## src/rtl/serial_adder_sub.sv

```systemverilog
// serial_adder_sub
//   Multi-cycle add/subtract engine. A DIGIT-bit full-adder slice with a
//   registered carry processes the operands LSB first, DIGIT bits per clock,
//   so an operation takes N = WIDTH/DIGIT RUN cycles.
//
// Parameters
//   WIDTH  operand/result width (multiple of DIGIT)
//   DIGIT  bits per clock, 1..WIDTH
//
// Ports
//   clk    in   rising-edge clock
//   rst    in   asynchronous reset, active-high
//   start  in   request, sampled only in IDLE or DONE
//   sub    in   0: a+b+cin, 1: a-b-cin (cin is borrow-in)
//   a, b   in   operands, captured on an accepted start
//   cin    in   carry/borrow in, captured on an accepted start
//   busy   out  high during RUN
//   done   out  one-cycle pulse, s/cout (and ovf) valid
//   s      out  result mod 2^WIDTH
//   cout   out  carry-out (add) / borrow-out (sub)
//   ovf    out  signed overflow, only when SERIAL_ADD_OVF_EN is defined
//
// Optional feature macro: SERIAL_ADD_OVF_EN adds the ovf port and its logic.
//
// Handshake: start is accepted only in IDLE or DONE; while busy=1 it is
// ignored and the captured operands are untouched. done pulses for exactly
// one cycle, and s/cout hold their value from that pulse until the next
// accepted start. A start during the done cycle begins the next op at once.
module serial_adder_sub #(
    parameter int WIDTH = 8,
    parameter int DIGIT = 1
) (
    input  logic             clk,
    input  logic             rst,
    input  logic             start,
    input  logic             sub,
    input  logic [WIDTH-1:0] a,
    input  logic [WIDTH-1:0] b,
    input  logic             cin,
    output logic             busy,
    output logic             done,
    output logic [WIDTH-1:0] s,
    output logic             cout
`ifdef SERIAL_ADD_OVF_EN
    ,
    output logic             ovf
`endif
);

    localparam int N     = WIDTH / DIGIT;
    localparam int CNT_W = (N > 1) ? $clog2(N) : 1;

    // Reject illegal digit sizes at elaboration.
    if (DIGIT < 1 || DIGIT > WIDTH || (WIDTH % DIGIT) != 0) begin : g_bad_digit
        $error("serial_adder_sub: DIGIT must divide WIDTH and be in 1..WIDTH");
    end

    typedef enum logic [1:0] {
        ST_IDLE = 2'd0,
        ST_RUN  = 2'd1,
        ST_DONE = 2'd2
    } state_t;

    state_t             state;
    state_t             state_nxt;
    logic [WIDTH-1:0]   a_r;
    logic [WIDTH-1:0]   b_r;
    logic               carry;
    logic               sub_r;
    logic [CNT_W-1:0]   cnt;

    logic [DIGIT-1:0]   sum_d;
    logic               c_chain;
    logic               accept;
    logic               last;
    logic [WIDTH+DIGIT-1:0] s_cat;
`ifdef SERIAL_ADD_OVF_EN
    logic               c_msb_in;
`endif

    assign accept = start && (state == ST_IDLE || state == ST_DONE);
    assign last   = (state == ST_RUN) && (cnt == CNT_W'(N - 1));
    assign busy   = (state == ST_RUN);
    assign done   = (state == ST_DONE);

    // Ripple across the digit; the chain starts from the registered carry.
    always_comb begin
        sum_d   = '0;
        c_chain = carry;
`ifdef SERIAL_ADD_OVF_EN
        c_msb_in = carry;
`endif
        for (int i = 0; i < DIGIT; i++) begin
`ifdef SERIAL_ADD_OVF_EN
            // Ends up holding the carry into the top bit of the digit,
            // which on the final cycle is the carry into the word MSB.
            c_msb_in = c_chain;
`endif
            sum_d[i] = a_r[i] ^ b_r[i] ^ c_chain;
            c_chain  = (a_r[i] & b_r[i]) | (b_r[i] & c_chain) | (c_chain & a_r[i]);
        end
    end

    // New digit enters at the MSB end; works even when DIGIT == WIDTH.
    assign s_cat = {sum_d, s};

    always_comb begin
        state_nxt = state;
        case (state)
            ST_IDLE: if (start) state_nxt = ST_RUN;
            ST_RUN:  if (last)  state_nxt = ST_DONE;
            ST_DONE: state_nxt = start ? ST_RUN : ST_IDLE;
            default: state_nxt = ST_IDLE;
        endcase
    end

    always_ff @(posedge clk or posedge rst) begin
        if (rst) begin
            state <= ST_IDLE;
            a_r   <= '0;
            b_r   <= '0;
            carry <= 1'b0;
            sub_r <= 1'b0;
            cnt   <= '0;
            s     <= '0;
            cout  <= 1'b0;
`ifdef SERIAL_ADD_OVF_EN
            ovf   <= 1'b0;
`endif
        end else begin
            state <= state_nxt;
            if (accept) begin
                // Subtraction is a + ~b + ~cin; borrow is the inverted carry.
                a_r   <= a;
                b_r   <= b ^ {WIDTH{sub}};
                carry <= cin ^ sub;
                sub_r <= sub;
                cnt   <= '0;
            end else if (state == ST_RUN) begin
                s     <= s_cat[WIDTH+DIGIT-1:DIGIT];
                a_r   <= a_r >> DIGIT;
                b_r   <= b_r >> DIGIT;
                carry <= c_chain;
                cnt   <= cnt + CNT_W'(1);
                if (last) begin
                    cout <= c_chain ^ sub_r;
`ifdef SERIAL_ADD_OVF_EN
                    ovf  <= c_msb_in ^ c_chain;
`endif
                end
            end
        end
    end

endmodule

```

## config.mk

```make
export PLATFORM = sky130hd
export DESIGN_NAME = serial_adder_sub
export DESIGN_NICKNAME = d
export VERILOG_FILES = /design/src/rtl/serial_adder_sub.sv
export SDC_FILE = /design/constraint.sdc
export NUM_CORES = 1
export LEC_CHECK = 0
export ABC_AREA = 1
export BUFFER_PORTS_ARGS = -buffer_cell sky130_fd_sc_hd__buf_2
export CORE_MARGIN = 4
export CORE_UTILIZATION = 50
export DETAILED_ROUTE_END_ITERATION = 10
export GPL_TIMING_DRIVEN = 0
export MAX_ROUTING_LAYER = met4
export PLACE_DENSITY = 0.73
export SLEW_MARGIN = 25
export SYNTH_ARGS = -nofsm -noshare
export SYNTH_HDL_FRONTEND = slang
export SYNTH_SLANG_ARGS = --single-unit
```

## constraint.sdc

```tcl
create_clock -name clk -period 3.3 [get_ports clk]
set_input_delay 0.66 -clock clk [delete_from_list [all_inputs] [get_ports clk]]
set_output_delay 0.66 -clock clk [all_outputs]
set_load 0.05 [all_outputs]
```

==> summary.md, run 1 <==
| Metric | Value |
|---|---|
| Final setup fails | 0 |
| Post-Route WL | 3.30 mm |
| Worst slack, placed | 1.47 ns |
| Run status | complete, no violations |
| Crit. End Element | output port |
| Worst slew pin tran | 0.662 ns |
| Drc violations | 0 |
| Slowest cell on crit path | dfrtp_1 |
| Buffer and inverter count on the worst path | 3 |
| Worst skew pair latency | 0.33 ns |
| Slew Limit Fails | 0 |
| Mapped Cells | 223 |
| Crit path max-delay family | buffers and inverters |
| Reg2reg end | b_r[6] |
| Fin util | slightly above 60% |
| Avg WL per Cell | between 10 and 15 um |
| Top post-synthesis cells by area | dfrtp_1 49%, nand2_1 23%, nand3_1 9.2%, inv_1 6.2%, o21ai_0 2.4% |
| CP peak stage delay | 0.39 ns |
| RSZ-0062 raised after global routing | no |
| Die area | about 4300 sq um |
| Worst-path cell chain | inv_2 -> nor2_1 -> buf_2 -> buf_2 |
| Warnings, synthesis | 0 |
| CTS clk-pin slew, worst paths | between 0.1 and 0.15 ns |
| Post_cts resized | 0 |
| Layout area overhead | 17.2% |
| FF-to-FF path depth | 7 |
| Input/output buffers | 30 |
| Minimum clock period | around 2.2 ns |
| Sequential element share of the synthesized area | 48.9% |
| Area leader, netlist | dfrtp_1 |
| GPL Wtd Cong | 0.760 |
| Vias | approximately 1,400 |
| Reg2reg setup slack | ~1.9 ns |
| CTS Buf Count | 5 |
| Power density over cell area | 995 nW/um^2 |
| CP Max Fanout | 10 |
| Nets | about 280 |
| Die W | roughly 65 um |
| Grt total ovfl | 0 |
| Die Ht | 65.2 um |
| Worst Skew | about 0.010 ns |
| Top-area cell type share of the netlist area | 48.9% |
| Clock sink total | 32 |
| Critical R2R Launch | state[1] |
| Core Region | 3100 sq um |
| Mapped Nets | around 250 |
| Largest net degree at the start of global routing | 33 |
| Avg Inst Size Synth | 7.34 sq um |
| Setup TNS | 0 ns |
| Via-to-Cell Ratio | 4.74 |
| Cts hold-fix bufs | 0 |
| Initial antenna violation count | 0 |
| First-pass GRT wire length | 5.84 mm |
| DP Wirelength | 2.33 mm |
| Fin. Hold Viols | 0 |
| Syn Std Cell Area | around 1600 sq um |
| Final Cycle Share | 66.1% |
| Worst Slack Setup Final | 1.12 ns |
| Layout cell share with drive strength beyond 1 | 19.2% |
| Max_cap viols | 0 |
| Leakage | roughly 1.1 nW |
| Finished Cell Area | 1920 sq um |
| Synth async-reset ratio | 100% |
| DRT Pass-1 Iters | 4 |
| Vias in the first global route | 1,345 |
| CP startpoint kind | flop |
| Cell area after placement | 1840 sq um |
| Library cells used by synthesis | 19 |
| Gr usage total | 18.4% |
| Initial Utilization | 52.7% |
| CTS tree | done |
| Ant. Diodes | 0 |
| EDFF count, synth | 0 |
| Hold crit path type | input port to asynchronous set/reset pin |
| Top cell by count, worst path | buf_2 |
| Antenna viol nets, final | 0 |
| Synth Flop Type | dfrtp_1 |
| H-tree levels | 2 |
| Slew HR | 55.8% |
| Root buffer cell | clkbuf_4 |
| Required time of the critical path | between 2 and 3 ns |
| Max Clk Rate | 458 MHz |
| Most frequent cells after synthesis | 101 x nand2_1, 32 x dfrtp_1, 30 x nand3_1 |
| Post-CTS Setup Bufs | 0 |
| Top-count cell post-synth | nand2_1 |
| Row Count | 20 |
| Worst-case clock buffer depth | 2 |
| CP Depth | 4 |
| Peak VDD IR | 421 uV |
| Initial DRC count | approximately 120 |
| Crit path arrival time | 1.52 ns |
| Register bit total from synthesis | 32 |
| Crit Path Class | flop to output port |
| Num ports | 32 |
## per-stage QoR
| stage | total power (W) | std cells | hold slack [ns] |
|---|---|---|---|
| 2_1_floorplan | 0.00141 | 223 | 0.443 |
| 3_3_place_gp | 0.00161 | 297 | 0.456 |
| 3_5_place_dp | 0.00163 | 297 | 0.461 |
| 4_1_cts | 0.00193 | 305 | 0.425 |
| 5_1_grt | 0.00209 | 305 | 0.463 |
| 6_report | 0.00191 | 305 | 0.414 |
## final cells by class
cell class / instances / area, sq um
Timing Repair Buffer: 30 / 150
Tap cell: 44 / 55.1
Clock inverter: 2 / 35.0
Fill cell: 314 / 1180
Buffer: 8 / 53.8
Multi-Input combinational cell: 152 / 663
Clock buffer: 6 / 41.3
Inverter: 31 / 119
Sequential cell: 32 / 801
## placed cells by master (no fill, tap or decap), drive strengths merged
cell / instances
dfrtp: 32
a21oi: 1
buf: 37
nand2: 102
inv: 30
o21ai: 8
xor2: 1
ha: 2
bufinv: 1
clkbuf: 7
nor2: 7
fa: 1
nand3: 30
clkinv: 2
## kinds of logic (layout without fill, tap and decap cells)
group | count (synthesis) | after routing | share of synthesized area (%)
buffers and inverters | 39 | 77 | 10.6
flip-flops | 32 | 32 | 48.9
AO/OA/AOI/OAI | 9 | 9 | 2.75
AND/OR/NAND/NOR | 139 | 139 | 34.5
adder cells (fa/ha/maj) | 3 | 3 | 2.75
XOR/XNOR | 1 | 1 | 0.535
## flip-flops by register name (all words and copies together), names as in the netlist
name	flops
a_r	8
state	2
b_r	8
cnt	3
carry	1
sub_r	1
s	8
cout	1
## how the worst max path moves through the flow
stage / start / endpoint / slack (ns)
after floorplan: state[0] / done / 1.42
after global placement: state[0] / busy / 1.46
after detailed placement: state[0] / busy / 1.47
after CTS: state[0] / busy / 1.09
after global routing: state[0] / busy / 1.0
final: state[0] / busy / 1.12
## routing by layer
layer / track usage, % / share of wire (%) / wire [um]
met2: 27.6 / 46 / 1500
met5: - / 0 / 0
met1: 23.4 / 48 / 1570
met4: 8.55 / 1.5 / 48
met3: 4.79 / 5.3 / 175
## where the power goes
group | internal (W) | switching (W)
Combinational | 0.000293 | 0.000640
Clock | 0.000159 | 0.000134
Sequential | 0.000577 | 0.000105
Total | 0.00103 | 0.000880
Note: power is estimated with default switching activity, not from simulation.
==> inputs of run 2 (changes only) <==
CORE_UTILIZATION = 49   (was 50)
PLACE_DENSITY = 0.75   (was 0.73)
clock period = 1.94 ns   (was 3.3 ns; I/O delays follow)
==> summary.md, run 2 (same netlist as run 1, synthesis figures left out) <==
| Metric | Value |
|---|---|
| CTS Buf Count | 5 |
| Input/output buffers | 30 |
| GPL Wtd Cong | 0.754 |
| Peak VDD IR | 771 uV |
| CP Max Fanout | 10 |
| Hold crit path type | input port to asynchronous set/reset pin |
| Clock share of power | around 15% |
| Critical R2R Launch | state[1] |
| First-pass GRT wire length | around 5.5 mm |
| Gr usage total | 17.1% |
| Crit. End Element | output port |
| Worst-path cell chain | inv_2 -> nor2_2 -> clkbuf_4 -> clkbuf_4 |
| Required time of the critical path | 1.55 ns |
| Most frequent cells in the layout | 101 x nand2_1, 32 x buf_2, 32 x dfrtp_1 |
| Finished Cell Area | 1930 sq um |
| FF/Latch Area | 801 sq um |
| Via-to-Cell Ratio | 4.59 |
| CTS clk-pin slew, worst paths | 0.10 ns |
| Worst slew pin tran | 0.641 ns |
| Vias | about 1,400 |
| Sequential fraction of design power | between 30% and 40% |
| Antenna viol nets, final | 0 |
| Power density over cell area | 1690 nW/um^2 |
| H-tree levels | 2 |
| Num ports | 32 |
| Vias in the first global route | ~1,300 |
| Max_cap viols | 0 |
| Crit path arrival time | 1.41 ns |
| CP startpoint kind | flop |
| Row Count | 20 |
| Switching part of the total | 45.6% |
| Worst skew pair latency | between 0.3 and 0.4 ns |
| Setup TNS | 0 ns |
| Reg2reg setup slack | between 0.5 and 0.6 ns |
| Layout cell share with drive strength beyond 1 | 19.5% |
| Final Cycle Share | 92.8% |
| Leakage | around 1.1 nW |
| Layout area overhead | 17.7% |
| Core Region | 3130 sq um |
| Drc violations | 0 |
| RSZ-0062 raised after global routing | no |
| Multi-input gate area | 666 sq um |
| Largest net degree at the start of global routing | 33 |
| Top cell by count, worst path | clkbuf_4 |
| Fill cells | ~290 |
| Gate power share | 49.0% |
| CTS tree | done |
| Die W | between 60 and 70 um |
| Slew HR | 57.2% |
| Grt total ovfl | 0 |
| Psw | 0.00148 W |
| Final setup fails | 0 |
| Cts hold-fix bufs | 0 |
| Initial Utilization | 52.3% |
| Reg2reg end | b_r[1] |
| Dpl cells | 297 |
| Largest registers | a_r x8, b_r x8, s x8 |
| Avg WL per Cell | 10.2 um |
| Max Clk Rate | 556 MHz |
| Slew Limit Fails | 0 |
| DP Wirelength | ~2.2 mm |
| Slowest cell on crit path | dfrtp_1 |
| Die Ht | between 60 and 70 um |
| Post-CTS Setup Bufs | 0 |
| Worst Skew | between 0.009 and 0.01 ns |
| Root buffer cell | clkbuf_4 |
| Minimum clock period | roughly 1.8 ns |
| Fin. Hold Viols | 0 |
| Clock sink total | 32 |
| FF-to-FF path depth | 7 |
| Ant. Diodes | 0 |
| CP peak stage delay | 0.39 ns |
| Crit Path Class | flop to output port |
| P_int | 0.00177 W |
| Post-Route WL | 3.13 mm |
| Final non-filler cell total | about 300 |
| Die area | 4330 sq um |
| Worst-case clock buffer depth | 2 |
| Run status | complete, no violations |
| DRT Pass-1 Iters | 4 |
| Initial DRC count | 89 |
| Initial antenna violation count | 0 |
| Most common cell after layout, fill and taps aside | nand2_1 |
| Nets | around 280 |
| Hold Slack | 0.120 ns |
| Cell area after placement | 1840 sq um |
## run 2: changes by cell type in the layout (fill, tap and decap cells not counted)
cell	before	now
clkbuf_4	5	7
buf_2	34	32
nor2_1	6	5
nor2_2	1	2
## run 2: power groups by stage
| stage | sequential, W | clock, W | combinational (W) |
|---|---|---|---|
| after global routing | 0.00120 | 0.000539 | 0.00182 |
| after detailed placement | 0.00117 | 0 | 0.00159 |
| after floorplan | 0.00143 | 0 | 0.000971 |
| final | 0.00116 | 0.000495 | 0.00159 |
| after CTS | 0.00116 | 0.000504 | 0.00160 |
| after global placement | 0.00116 | 0 | 0.00157 |
## run 2: critical path: cells and delay by family, from the launching register on
kind,cells,cell delay [ns]
buffers and inverters,3,0.55
DFF,1,0.39
and+or+nand+nor,1,0.13
## run 2: worst max path at each step
stage             start   end  slack (ns)  cells after the start
3_3_place_gp   state[0]  busy        0.41                      4
4_1_cts        state[0]  busy        0.03                      4
2_1_floorplan  state[0]  done        0.33                      2
3_5_place_dp   state[0]  busy        0.40                      4
6_report       state[0]  busy        0.14                      4
5_1_grt        state[0]  busy        0.02                      4
## run 2: layer usage
layer	part of all wire [%]	up-vias	global-route usage (%)
met1	49	617	22.7
met4	1.4	0	6.22
met2	44	26	24.5
met5	0	-	-
li1	-	751	-
met3	6.0	6	5.27
## run 2: timing repair
action                                  CTS  global route
endpoints found under the setup margin    0             1
endpoints found under the hold margin     0             0
gates resized for setup                   0             3
## run 2: cell type report
type / instances / area share, %
Sequential cell: 32 / 41.6
Timing Repair Buffer: 30 / 7.93
Clock inverter: 2 / 1.82
Clock buffer: 6 / 2.14
Tap cell: 44 / 2.86
Buffer: 8 / 2.92
Multi-Input combinational cell: 152 / 34.6
Inverter: 31 / 6.17
## run 2: metrics by stage
stage	utilization [%]	total power (W)	setup slack, ns
finish	61.6	0.00325	0.141
global route	61.6	0.00356	0.0246
CTS	61.3	0.00326	0.0295
detailed placement	58.9	0.00276	0.404
global placement	58.9	0.00273	0.409
floorplan	-	0.00240	0.334
